## src/rtl/adsr_envelope_if.sv

```systemverilog
// ---------------------------------------------------------------------------
// adsr_envelope_if
//   Bundles the control, sample and status signals of the ADSR envelope stage.
//   master : the controller / upstream side (drives gate, rates, sample_in)
//   slave  : the envelope stage itself (drives sample_out, envelope, active)
//   Signals:
//     gate           note on (1) / note off (0)
//     attack_rate    clocks per attack step, minus 1
//     decay_rate     clocks per decay step, minus 1
//     sustain_level  sustain level
//     release_rate   clocks per release step, minus 1
//     sample_in      unsigned sample from the square generator
//     sample_out     enveloped sample, registered
//     envelope       current envelope level, registered
//     active         high whenever the envelope FSM is not idle
// ---------------------------------------------------------------------------
interface adsr_envelope_if #(
  parameter int resolution_bits = 8,
  parameter int env_bits        = 8,
  parameter int rate_width      = 16
);
  logic                       gate;
  logic [rate_width-1:0]      attack_rate;
  logic [rate_width-1:0]      decay_rate;
  logic [env_bits-1:0]        sustain_level;
  logic [rate_width-1:0]      release_rate;
  logic [resolution_bits-1:0] sample_in;
  logic [resolution_bits-1:0] sample_out;
  logic [env_bits-1:0]        envelope;
  logic                       active;

  modport master (
    output gate, attack_rate, decay_rate, sustain_level, release_rate, sample_in,
    input  sample_out, envelope, active
  );

  modport slave (
    input  gate, attack_rate, decay_rate, sustain_level, release_rate, sample_in,
    output sample_out, envelope, active
  );
endinterface

```

## src/rtl/adsr_envelope.sv

```systemverilog
// ---------------------------------------------------------------------------
// adsr_envelope
//   Applies an ADSR amplitude envelope to the unsigned sample stream of the
//   square-wave generator. A 5-state FSM (IDLE/ATTACK/DECAY/SUSTAIN/RELEASE)
//   driven by the gate produces the envelope level; the sample is multiplied
//   by that level and the top resolution_bits of the product are registered.
//   Ports:
//     clk      system clock
//     reset_n  asynchronous active-low reset (aborts any note immediately)
//     bus      adsr_envelope_if slave modport (controls, sample in/out, status)
//   Build option:
//     ENV_EXP_RELEASE_EN  when defined, the release step is envelope>>3
//                         (minimum 1), approximating an exponential tail;
//                         otherwise the release is linear, one per step.
// ---------------------------------------------------------------------------
module adsr_envelope #(
  parameter int resolution_bits = 8,
  parameter int env_bits        = 8,
  parameter int rate_width      = 16
) (
  input  logic             clk,
  input  logic             reset_n,
  adsr_envelope_if.slave   bus
);

  localparam logic [2:0] S_IDLE    = 3'd0;
  localparam logic [2:0] S_ATTACK  = 3'd1;
  localparam logic [2:0] S_DECAY   = 3'd2;
  localparam logic [2:0] S_SUSTAIN = 3'd3;
  localparam logic [2:0] S_RELEASE = 3'd4;

  localparam logic [env_bits-1:0] ENV_MAX = '1;
  localparam int                  PROD_W  = resolution_bits + env_bits;

  logic [2:0]                 r_state;
  logic [env_bits-1:0]        r_env;
  logic [rate_width-1:0]      r_rate_cnt;
  logic [resolution_bits-1:0] r_sample_out;
  logic [rate_width-1:0]      w_rate;
  logic                       w_tick;

  // Saturating increment: holds at full scale instead of wrapping.
  function automatic logic [env_bits-1:0] f_env_inc(input logic [env_bits-1:0] v);
    return (v == ENV_MAX) ? v : v + env_bits'(1);
  endfunction

  // Saturating decrement by step: clamps at zero instead of wrapping.
  function automatic logic [env_bits-1:0] f_env_dec(input logic [env_bits-1:0] v,
                                                     input logic [env_bits-1:0] step);
    return (v > step) ? v - step : '0;
  endfunction

  function automatic logic [env_bits-1:0] f_release_step(input logic [env_bits-1:0] v);
    logic [env_bits-1:0] s;
`ifdef ENV_EXP_RELEASE_EN
    s = v >> 3;
    if (s == '0) s = env_bits'(1);
`else
    s = env_bits'(1);
    if (v == '0) s = env_bits'(1);
`endif
    return s;
  endfunction

  // Unsigned product, keep the upper resolution_bits (255*255 -> 254).
  function automatic logic [resolution_bits-1:0] f_scale(input logic [resolution_bits-1:0] s,
                                                         input logic [env_bits-1:0]        e);
    logic [PROD_W-1:0] p;
    p = PROD_W'(s) * PROD_W'(e);
    return p[PROD_W-1:env_bits];
  endfunction

  // Prescaler reload value for whichever ramp state is active.
  always_comb begin
    w_rate = '0;
    case (r_state)
      S_ATTACK:  w_rate = bus.attack_rate;
      S_DECAY:   w_rate = bus.decay_rate;
      S_RELEASE: w_rate = bus.release_rate;
      default:   w_rate = '0;
    endcase
  end

  assign w_tick = (r_rate_cnt == w_rate);

  always_ff @(posedge clk or negedge reset_n) begin
    if (!reset_n) begin
      r_state      <= S_IDLE;
      r_env        <= '0;
      r_rate_cnt   <= '0;
      r_sample_out <= '0;
    end else begin
      // Output stage: product of the envelope value held during this clock.
      r_sample_out <= f_scale(bus.sample_in, r_env);

      case (r_state)
        S_IDLE: begin
          if (bus.gate) begin
            r_state    <= S_ATTACK;
            r_rate_cnt <= '0;
          end
        end

        S_ATTACK: begin
          if (!bus.gate) begin
            r_state    <= S_RELEASE;
            r_rate_cnt <= '0;
          end else if (w_tick) begin
            r_rate_cnt <= '0;
            r_env      <= f_env_inc(r_env);
            // The step that lands on (or is already at) full scale ends the attack.
            if (r_env >= ENV_MAX - env_bits'(1)) r_state <= S_DECAY;
          end else begin
            r_rate_cnt <= r_rate_cnt + rate_width'(1);
          end
        end

        S_DECAY: begin
          if (!bus.gate) begin
            r_state    <= S_RELEASE;
            r_rate_cnt <= '0;
          end else if (r_env <= bus.sustain_level) begin
            // Level comparison takes priority over any step this clock.
            r_state    <= S_SUSTAIN;
            r_rate_cnt <= '0;
          end else if (w_tick) begin
            r_rate_cnt <= '0;
            r_env      <= f_env_dec(r_env, env_bits'(1));
          end else begin
            r_rate_cnt <= r_rate_cnt + rate_width'(1);
          end
        end

        S_SUSTAIN: begin
          if (!bus.gate) begin
            r_state    <= S_RELEASE;
            r_rate_cnt <= '0;
          end else begin
            r_env <= bus.sustain_level;
          end
        end

        S_RELEASE: begin
          if (bus.gate) begin
            // Retrigger: attack resumes from the current level.
            r_state    <= S_ATTACK;
            r_rate_cnt <= '0;
          end else if (w_tick) begin
            r_rate_cnt <= '0;
            r_env      <= f_env_dec(r_env, f_release_step(r_env));
            if (r_env <= f_release_step(r_env)) r_state <= S_IDLE;
          end else begin
            r_rate_cnt <= r_rate_cnt + rate_width'(1);
          end
        end

        default: begin
          r_state    <= S_IDLE;
          r_rate_cnt <= '0;
        end
      endcase
    end
  end

  assign bus.sample_out = r_sample_out;
  assign bus.envelope   = r_env;
  assign bus.active     = (r_state != S_IDLE);

endmodule
```

## src/flat_wrapper.sv

```systemverilog
// flat-port wrapper written by rule: the top's interface ports become plain ports
module adsr_envelope_flat 
#(
  parameter int resolution_bits = 8,
  parameter int env_bits        = 8,
  parameter int rate_width      = 16
)
  (clk, reset_n, bus_gate, bus_attack_rate, bus_decay_rate, bus_sustain_level, bus_release_rate, bus_sample_in, bus_sample_out, bus_envelope, bus_active);
  adsr_envelope_if #(.resolution_bits(resolution_bits), .env_bits(env_bits), .rate_width(rate_width)) bus_i ();
  input  logic clk;
  input  logic reset_n;
  input wire logic [$bits(bus_i.gate)-1:0] bus_gate;
  input wire logic [$bits(bus_i.attack_rate)-1:0] bus_attack_rate;
  input wire logic [$bits(bus_i.decay_rate)-1:0] bus_decay_rate;
  input wire logic [$bits(bus_i.sustain_level)-1:0] bus_sustain_level;
  input wire logic [$bits(bus_i.release_rate)-1:0] bus_release_rate;
  input wire logic [$bits(bus_i.sample_in)-1:0] bus_sample_in;
  output wire logic [$bits(bus_i.sample_out)-1:0] bus_sample_out;
  output wire logic [$bits(bus_i.envelope)-1:0] bus_envelope;
  output wire logic [$bits(bus_i.active)-1:0] bus_active;
  assign bus_i.gate = bus_gate;
  assign bus_i.attack_rate = bus_attack_rate;
  assign bus_i.decay_rate = bus_decay_rate;
  assign bus_i.sustain_level = bus_sustain_level;
  assign bus_i.release_rate = bus_release_rate;
  assign bus_i.sample_in = bus_sample_in;
  assign bus_sample_out = bus_i.sample_out;
  assign bus_envelope = bus_i.envelope;
  assign bus_active = bus_i.active;
  adsr_envelope #(.resolution_bits(resolution_bits), .env_bits(env_bits), .rate_width(rate_width)) u_core (.clk(clk), .reset_n(reset_n), .bus(bus_i));
endmodule
```

## config.mk

```make
export PLATFORM = sky130hd
export DESIGN_NAME = adsr_envelope_flat
export DESIGN_NICKNAME = d
export VERILOG_FILES = /design/src/rtl/adsr_envelope_if.sv /design/src/rtl/adsr_envelope.sv /design/src/flat_wrapper.sv
export SDC_FILE = /design/constraint.sdc
export NUM_CORES = 1
export LEC_CHECK = 0
export BUFFER_PORTS_ARGS = -buffer_cell sky130_fd_sc_hd__clkbuf_2
export CAP_MARGIN = 10
export CORE_ASPECT_RATIO = 1.25
export CORE_MARGIN = 2
export CORE_UTILIZATION = 50
export CTS_BUF_LIST = sky130_fd_sc_hd__clkbuf_4 sky130_fd_sc_hd__clkbuf_8 sky130_fd_sc_hd__clkbuf_16
export CTS_CLUSTER_DIAMETER = 60
export DETAILED_ROUTE_END_ITERATION = 10
export GPL_ROUTABILITY_DRIVEN = 1
export PLACE_DENSITY_LB_ADDON = 0.08
export SETUP_SLACK_MARGIN = 0.5
export SLEW_MARGIN = 30
export SYNTH_ARGS = -nofsm -noshare
export SYNTH_HDL_FRONTEND = slang
export SYNTH_SLANG_ARGS = --single-unit
```

## constraint.sdc

```tcl
create_clock -name clk -period 12.77 [get_ports clk]
set_input_delay 1.277 -clock clk [delete_from_list [all_inputs] [get_ports clk]]
set_output_delay 1.277 -clock clk [all_outputs]
set_load 0.05 [all_outputs]
```

==> run_results.csv, run 1 <==
group,metric,value,unit
place,port_buffers,83,
power_and_ir_drop,vdd_drop_max,0.178,mV
min_path,hold_path.startpoint,"u_core.r_rate_cnt[15]",
clocking,clock-root-buffer,"clkbuf_16",
setup_path,worstPathRequired,12970,ps
timing,hold_viol_final,0,
clocking,h-tree-depth,2,
grt,grt_usage,24.4,%
synth,yosys.area.top_type,"dfrtp_1",
cells_and_area,syn_to_final_growth,10.9,%
synth,synth_cell_type_count,64,
synth,synth.most_common_cell,"inv_1",
route,route.detailed.wl_per_inst,17.0,um
route,drt_iter0_drc,308,
setup_path,crit-reg2reg-launch,"u_core.bus.envelope[7]",
cells_and_area,num-fill-cells,948,
timing,rsz0062_at_grt,"false",
clocking,clock_path_buffers,2,
grt,overflow,0,
synth,synth_top_area_share,16.6,%
setup_path,path_cells,"clkbuf_2 -> and2_1 -> fa_1 -> fa_1 -> fa_1 -> inv_1 -> fa_1 -> inv_1 -> ha_1 -> nand3_1 -> o211a_1 -> a211oi_1 -> nor3_1 -> nor3_1",
timing,worst_slack,7760,ps
cells_and_area,final_util,57.5,%
route,antenna_left,0,
clocking,cts.hold.buffers_added,0,
setup_path,path_class,"in -> reg",
clocking,post_cts_buffers,0,
route,drc,0,
synth,syn_area,5270,um2
power_and_ir_drop,p_leak,2.71,nW
timing,fin_crit_sh,39.3,%
status,outcome,"complete, no violations",
cells_and_area,insertedDiodeCount,0,
clocking,cts_resized,0,
setup_path,cp-end-kind,"flip-flop",
floorplanning,die-area,11400,um2
floorplanning,initial_utilization,51.8,%
floorplanning,die_w,95.8,um
place,gp_congestion,0.884,
synth,synth_seq_area_share,16.6,%
power_and_ir_drop,total_power,1.30,mW
min_path,min_path_type,"reg -> reg",
setup_path,slowest_delay,540,ps
synth,ys_ff_latch,35,
grt,antenna_found_initial,0,
floorplanning,row_count,41,
place,place_area,5680,um2
min_path,holdPathEnd,"u_core.r_rate_cnt[15]",
synth,synth.area.top_cells,"dfrtp_1 (17%), fa_1 (13%), ha_1 (11%)",
power_and_ir_drop,power_density,223,nW/um2
setup_path,crit_family,"adder cells",
route,vias,4726,
synth,synth_edf_count,0,
clocking,cts.reportedPaths.clkPinSlew,60,ps
floorplanning,die-height,119,um
synth,syn-num-nets,740,
timing,max_slew_margin,50.0,%
route,drt_wl_total,13300,um
clocking,cts_tree,"yes",
timing,max_freq,199,MHz
setup_path,r2r_slack,8120,ps
synth,synth.cells.most_frequent,"inv_1 (69), and2_1 (56), nand4bb_1 (48)",
floorplanning,fp.coreArea,10200,um2
floorplanning,ios,84,
timing,period_minus_slack,5020,ps
min_path,holdPathStages,2,
clocking,cts.sinks,35,
setup_path,critPathBufInv,3,
setup_path,cp_slowest_cell,"fa_1",
synth,synth_cells,592,
timing,setup_viol,0,
timing,fin_tns_setup,0,ps
cells_and_area,final_nets,802,
synth,yosys_warnings,0,
setup_path,cp_data_arrival_time,5220,ps
timing,drv_slew,0,
run,drv_cap,0,
cells_and_area,final_area,5840,um2
synth,ys.flop_type,"dfrtp_1",
setup_path,cpMostUsedCell,"fa_1",
synth,ys_async_sr_fraction,100,%
clocking,numCtsBuffers,5,
place,dp_slack,7420,ps
setup_path,worstSetupStartpointType,"primary input",
clocking,worstSkewPairLatency,290,ps
synth,syn-mean-instance-area,8.89,um2
grt,grt_pass1_wl,22000,um
place,hpwl,10100,um
grt,grt_max_degree,67,
timing,tightest_slew,740,ps
setup_path,worst-r2r-cell-count,13,
route,drtPass1Iterations,5,
setup_path,r2r-end,"u_core.bus.sample_out[7]",
cells_and_area,drive_gt1_share,17.6,%
setup_path,critical_path.max_fanout,8,
grt,first_global_vias,4594,
route,vias_per_cell,6.03,
timing,finClkSkew,8.55,ps
-- tightest hold or removal path: cells and delay by family, from the launching register on --
kind,cells,cell delay (ps)
AOI/OAI and AO/OA,1,70
DFF,1,400
and+or+nand+nor,1,60
-- cell type report --
class / count / area (um2) / share of cell area, %
Clock inverter: 2 / 16.3 / 0.279
Tap cell: 129 / 161 / 2.76
Inverter: 70 / 263 / 4.50
Multi-Input combinational cell: 456 / 3940 / 67.5
Clock buffer: 6 / 139 / 2.38
Timing Repair Buffer: 86 / 440 / 7.54
Sequential cell: 35 / 876 / 15.0
-- state kept, by name (all words and copies together) (netlist names) --
register,cells
u_core.r_state,3
u_core.bus.sample_out,8
u_core.bus.envelope,8
u_core.r_rate_cnt,16
-- report_power, final --
| part | total, mW | internal, mW | switching (mW) |
|---|---|---|---|
| clock network | 0.130 | 0.0780 | 0.0522 |
| registers | 0.213 | 0.141 | 0.0724 |
| logic | 0.961 | 0.391 | 0.570 |
| total | 1.30 | 0.610 | 0.694 |
-- routing by layer --
| metal | up-vias | track usage (%) | share of wire [%] |
|---|---|---|---|
| li1 | 2267 | - | - |
| met1 | 2300 | 31.5 | 41 |
| met2 | 136 | 42.1 | 52 |
| met3 | 23 | 2.74 | 4.7 |
| met4 | 0 | 7.59 | 2.1 |
| met5 | - | 0 | 0 |
-- cell families (layout without fill, tap and decap cells) --
group           count (synthesis)  count (layout)  share of synthesized area [%]
buf+inv                       101             164                           8.46
mux                             2               2                          0.380
simple gates                  252             252                           33.5
flops                          35              35                           16.6
xor+xnor                       14              14                           2.33
fa+ha+maj                      81              81                           24.2
compound gates                107             107                           14.4
-- how the worst max path moves through the flow --
stage                                     endpoint        startpoint  cells after the start
after global routing      u_core.bus.sample_out[7]  bus_sample_in[1]                     14
after detailed placement  u_core.bus.sample_out[7]  bus_sample_in[1]                     14
after floorplan           u_core.bus.sample_out[7]  bus_sample_in[1]                     13
final                     u_core.bus.sample_out[7]  bus_sample_in[1]                     14
after CTS                 u_core.bus.sample_out[7]  bus_sample_in[1]                     14
after global placement    u_core.bus.sample_out[7]  bus_sample_in[1]                     14
-- through the flow --
stage,hold slack [ps],instances
floorplan,508,592
detailed placement,553,776
global route,600,784
finish,562,784
global placement,554,776
CTS,568,784
-- cell usage in the layout, fill, tap and decap left out, types with 6 or more instances in the layout --
master,instances
inv_1,69
a31oi_1,18
nand3_1,21
nor4b_2,8
nor3_1,13
nand2_1,38
clkbuf_2,82
o21ai_1,8
fa_1,35
o2bb2ai_1,6
xnor2_1,12
nor2_1,21
ha_1,46
dfrtp_1,35
o22ai_1,6
nand4bb_1,48
and2_1,56
a21oi_1,27
nand4_1,14
Note: power is estimated with default switching activity, not from simulation.
==> run 2: changes to the inputs <==
Clock period 12.77 ns to 4.55 ns, I/O delays scaled along.
==> run 2 against run 1 <==
  * Global-route usage grew 0.14 points
  * First-iteration DRC count shrank 10%
  * Count of clock-buffer cells in the layout shrank 1
  * Non-clock buffer count grew 21
  * Power grew to 3.2 times the previous value
  * Clock power grew to 3.1 times the previous value
  * Critical path type is now reg -> reg
  * Critical endpoint is now u_core.bus.sample_out[4]
==> run_results.csv, run 2 (same netlist as run 1, synthesis figures left out) <==
group,metric,value,unit
grt,grt_usage,24.6,%
setup_path,critPathBufInv,2,
min_path,min_path_type,"in -> async",
grt,grt_max_degree,45,
cells_and_area,insertedDiodeCount,0,
timing,hold_viol_final,0,
place,gp_congestion,0.874,
setup_path,path_cells,"clkbuf_4 -> nand2_1 -> fa_1 -> fa_1 -> inv_1 -> fa_1 -> fa_1 -> ha_4 -> nand3_2 -> o211a_4 -> a211oi_4 -> nor2_1 -> xnor2_1",
place,hpwl,10400,um
grt,overflow,0,
clocking,clock_path_buffers,2,
timing,fin_tns_setup,0,ps
place,port_buffers,83,
clocking,cts.reportedPaths.clkPinSlew,60,ps
run,drv_cap,0,
timing,max_freq,250,MHz
setup_path,cp_data_arrival_time,4170,ps
floorplanning,initial_utilization,51.8,%
setup_path,path_class,"reg -> reg",
route,drt_wl_total,13900,um
route,vias_per_cell,5.97,
setup_path,cp-end-kind,"flip-flop",
timing,fin_crit_sh,87.9,%
setup_path,slowest_delay,510,ps
floorplanning,die-height,119,um
setup_path,cpMostUsedCell,"fa_1",
floorplanning,die_w,95.8,um
cells_and_area,layout_commonest_cell,"clkbuf_2",
power_and_ir_drop,power_density,681,nW/um2
setup_path,crit_family,"adder cells",
clocking,h-tree-depth,2,
route,drt_iter0_drc,277,
timing,rsz0062_at_grt,"true",
clocking,worstSkewPairLatency,290,ps
route,route.detailed.wl_per_inst,17.2,um
grt,grt_pass1_wl,22100,um
floorplanning,row_count,41,
place,place_area,5790,um2
cells_and_area,regMostFlops,"u_core.r_rate_cnt",
status,outcome,"complete, no violations",
cells_and_area,drive_gt1_share,24.7,%
setup_path,cp_slowest_cell,"fa_1",
grt,first_global_vias,4677,
route,antenna_left,0,
grt,antenna_found_initial,0,
route,drtPass1Iterations,5,
cells_and_area,largest_reg_flops,16,
floorplanning,fp.coreArea,10200,um2
floorplanning,ios,84,
cells_and_area,layout_common_cells,"clkbuf_2 (82), inv_1 (68), and2_1 (52)",
setup_path,critical_path.max_fanout,6,
timing,drv_slew,0,
cells_and_area,final_area,6160,um2
timing,period_minus_slack,4000,ps
setup_path,worstSetupStartpointType,"flip-flop",
clocking,cts.hold.buffers_added,0,
cells_and_area,syn_to_final_growth,16.9,%
cells_and_area,final_nets,823,
clocking,clock-root-buffer,"clkbuf_16",
timing,setup_viol,0,
clocking,numCtsBuffers,5,
clocking,cts_tree,"yes",
power_and_ir_drop,p_leak,2.83,nW
setup_path,worstPathRequired,4720,ps
clocking,cts.sinks,35,
power_and_ir_drop,vdd_drop_max,0.405,mV
timing,tightest_slew,838,ps
timing,finClkSkew,12.5,ps
floorplanning,die-area,11400,um2
route,vias,4805,
timing,max_slew_margin,44.2,%
route,drc,0,
==> run 2: power by group <==
part / switching, mW / internal, mW / leakage, nW
registers: 0.160 / 0.403 / 0.457
clock network: 0.140 / 0.260 / 0.0804
logic: 1.85 / 1.38 / 2.30
==> run 2: layout make-up <==
type / count / area [um2]
Clock inverter: 3 / 46.3
Tap cell: 129 / 161
Sequential cell: 35 / 887
Fill cell: 921 / 4000
Clock buffer: 5 / 125
Timing Repair Buffer: 107 / 593
Multi-Input combinational cell: 456 / 4080
Inverter: 70 / 263
==> run 2: metal layers <==
layer  global-route usage [%]  up-vias  part of all wire [%]
li1                         -     2308                     -
met4                     6.79        0                   2.1
met3                     2.42       26                   4.6
met2                     44.0      138                    52
met1                     30.7     2333                    41
met5                        0        -                     0
==> run 2: timing repair <==
action / in CTS / in global routing
setup buffers: 13 / 4
pin swaps: 1 / 5
resized for setup: 1 / 14
setup endpoints to repair: 5 / 5
hold endpoints to repair: 0 / 0
==> run 2: worst paths after layout <==
kind	from	slack, ps	end	depth (start not counted)
max	u_core.bus.envelope[2]	550	u_core.bus.sample_out[4]	13
min	reset_n	260	u_core.r_rate_cnt[15]	1
max reg2reg	u_core.bus.envelope[2]	550	u_core.bus.sample_out[4]	13
min reg2reg	u_core.r_rate_cnt[14]	580	u_core.r_rate_cnt[14]	2
max in group asynchronous	reset_n	3690	u_core.r_state[2]	1
min in group clk	bus_sustain_level[0]	500	u_core.bus.envelope[0]	3
==> run 2: stage by stage <==
| stage | hold WS (ps) | utilization [%] | setup WS (ps) | std cells | power [mW] |
|---|---|---|---|---|---|
| 6_report | 256 | 60.6 | 552 | 805 | 4.19 |
| 5_1_grt | 335 | 60.6 | 426 | 805 | 4.61 |
| 4_1_cts | 334 | 59.6 | 496 | 801 | 4.06 |
| 3_5_place_dp | 567 | 57.0 | 318 | 780 | 3.53 |
| 3_3_place_gp | 555 | 57.0 | 404 | 780 | 3.45 |
| 2_1_floorplan | 159 | - | 418 | 592 | 2.95 |
==> run 2: worst register-to-register path, stage by stage, from the launching register on <==
cell	delay, ps
dfrtp_2	450
clkbuf_4	210
nand2_1	70
fa_1	450
fa_1	490
inv_1	50
fa_1	450
fa_1	510
ha_4	300
nand3_2	80
o211a_4	290
a211oi_4	290
nor2_1	100
xnor2_1	140
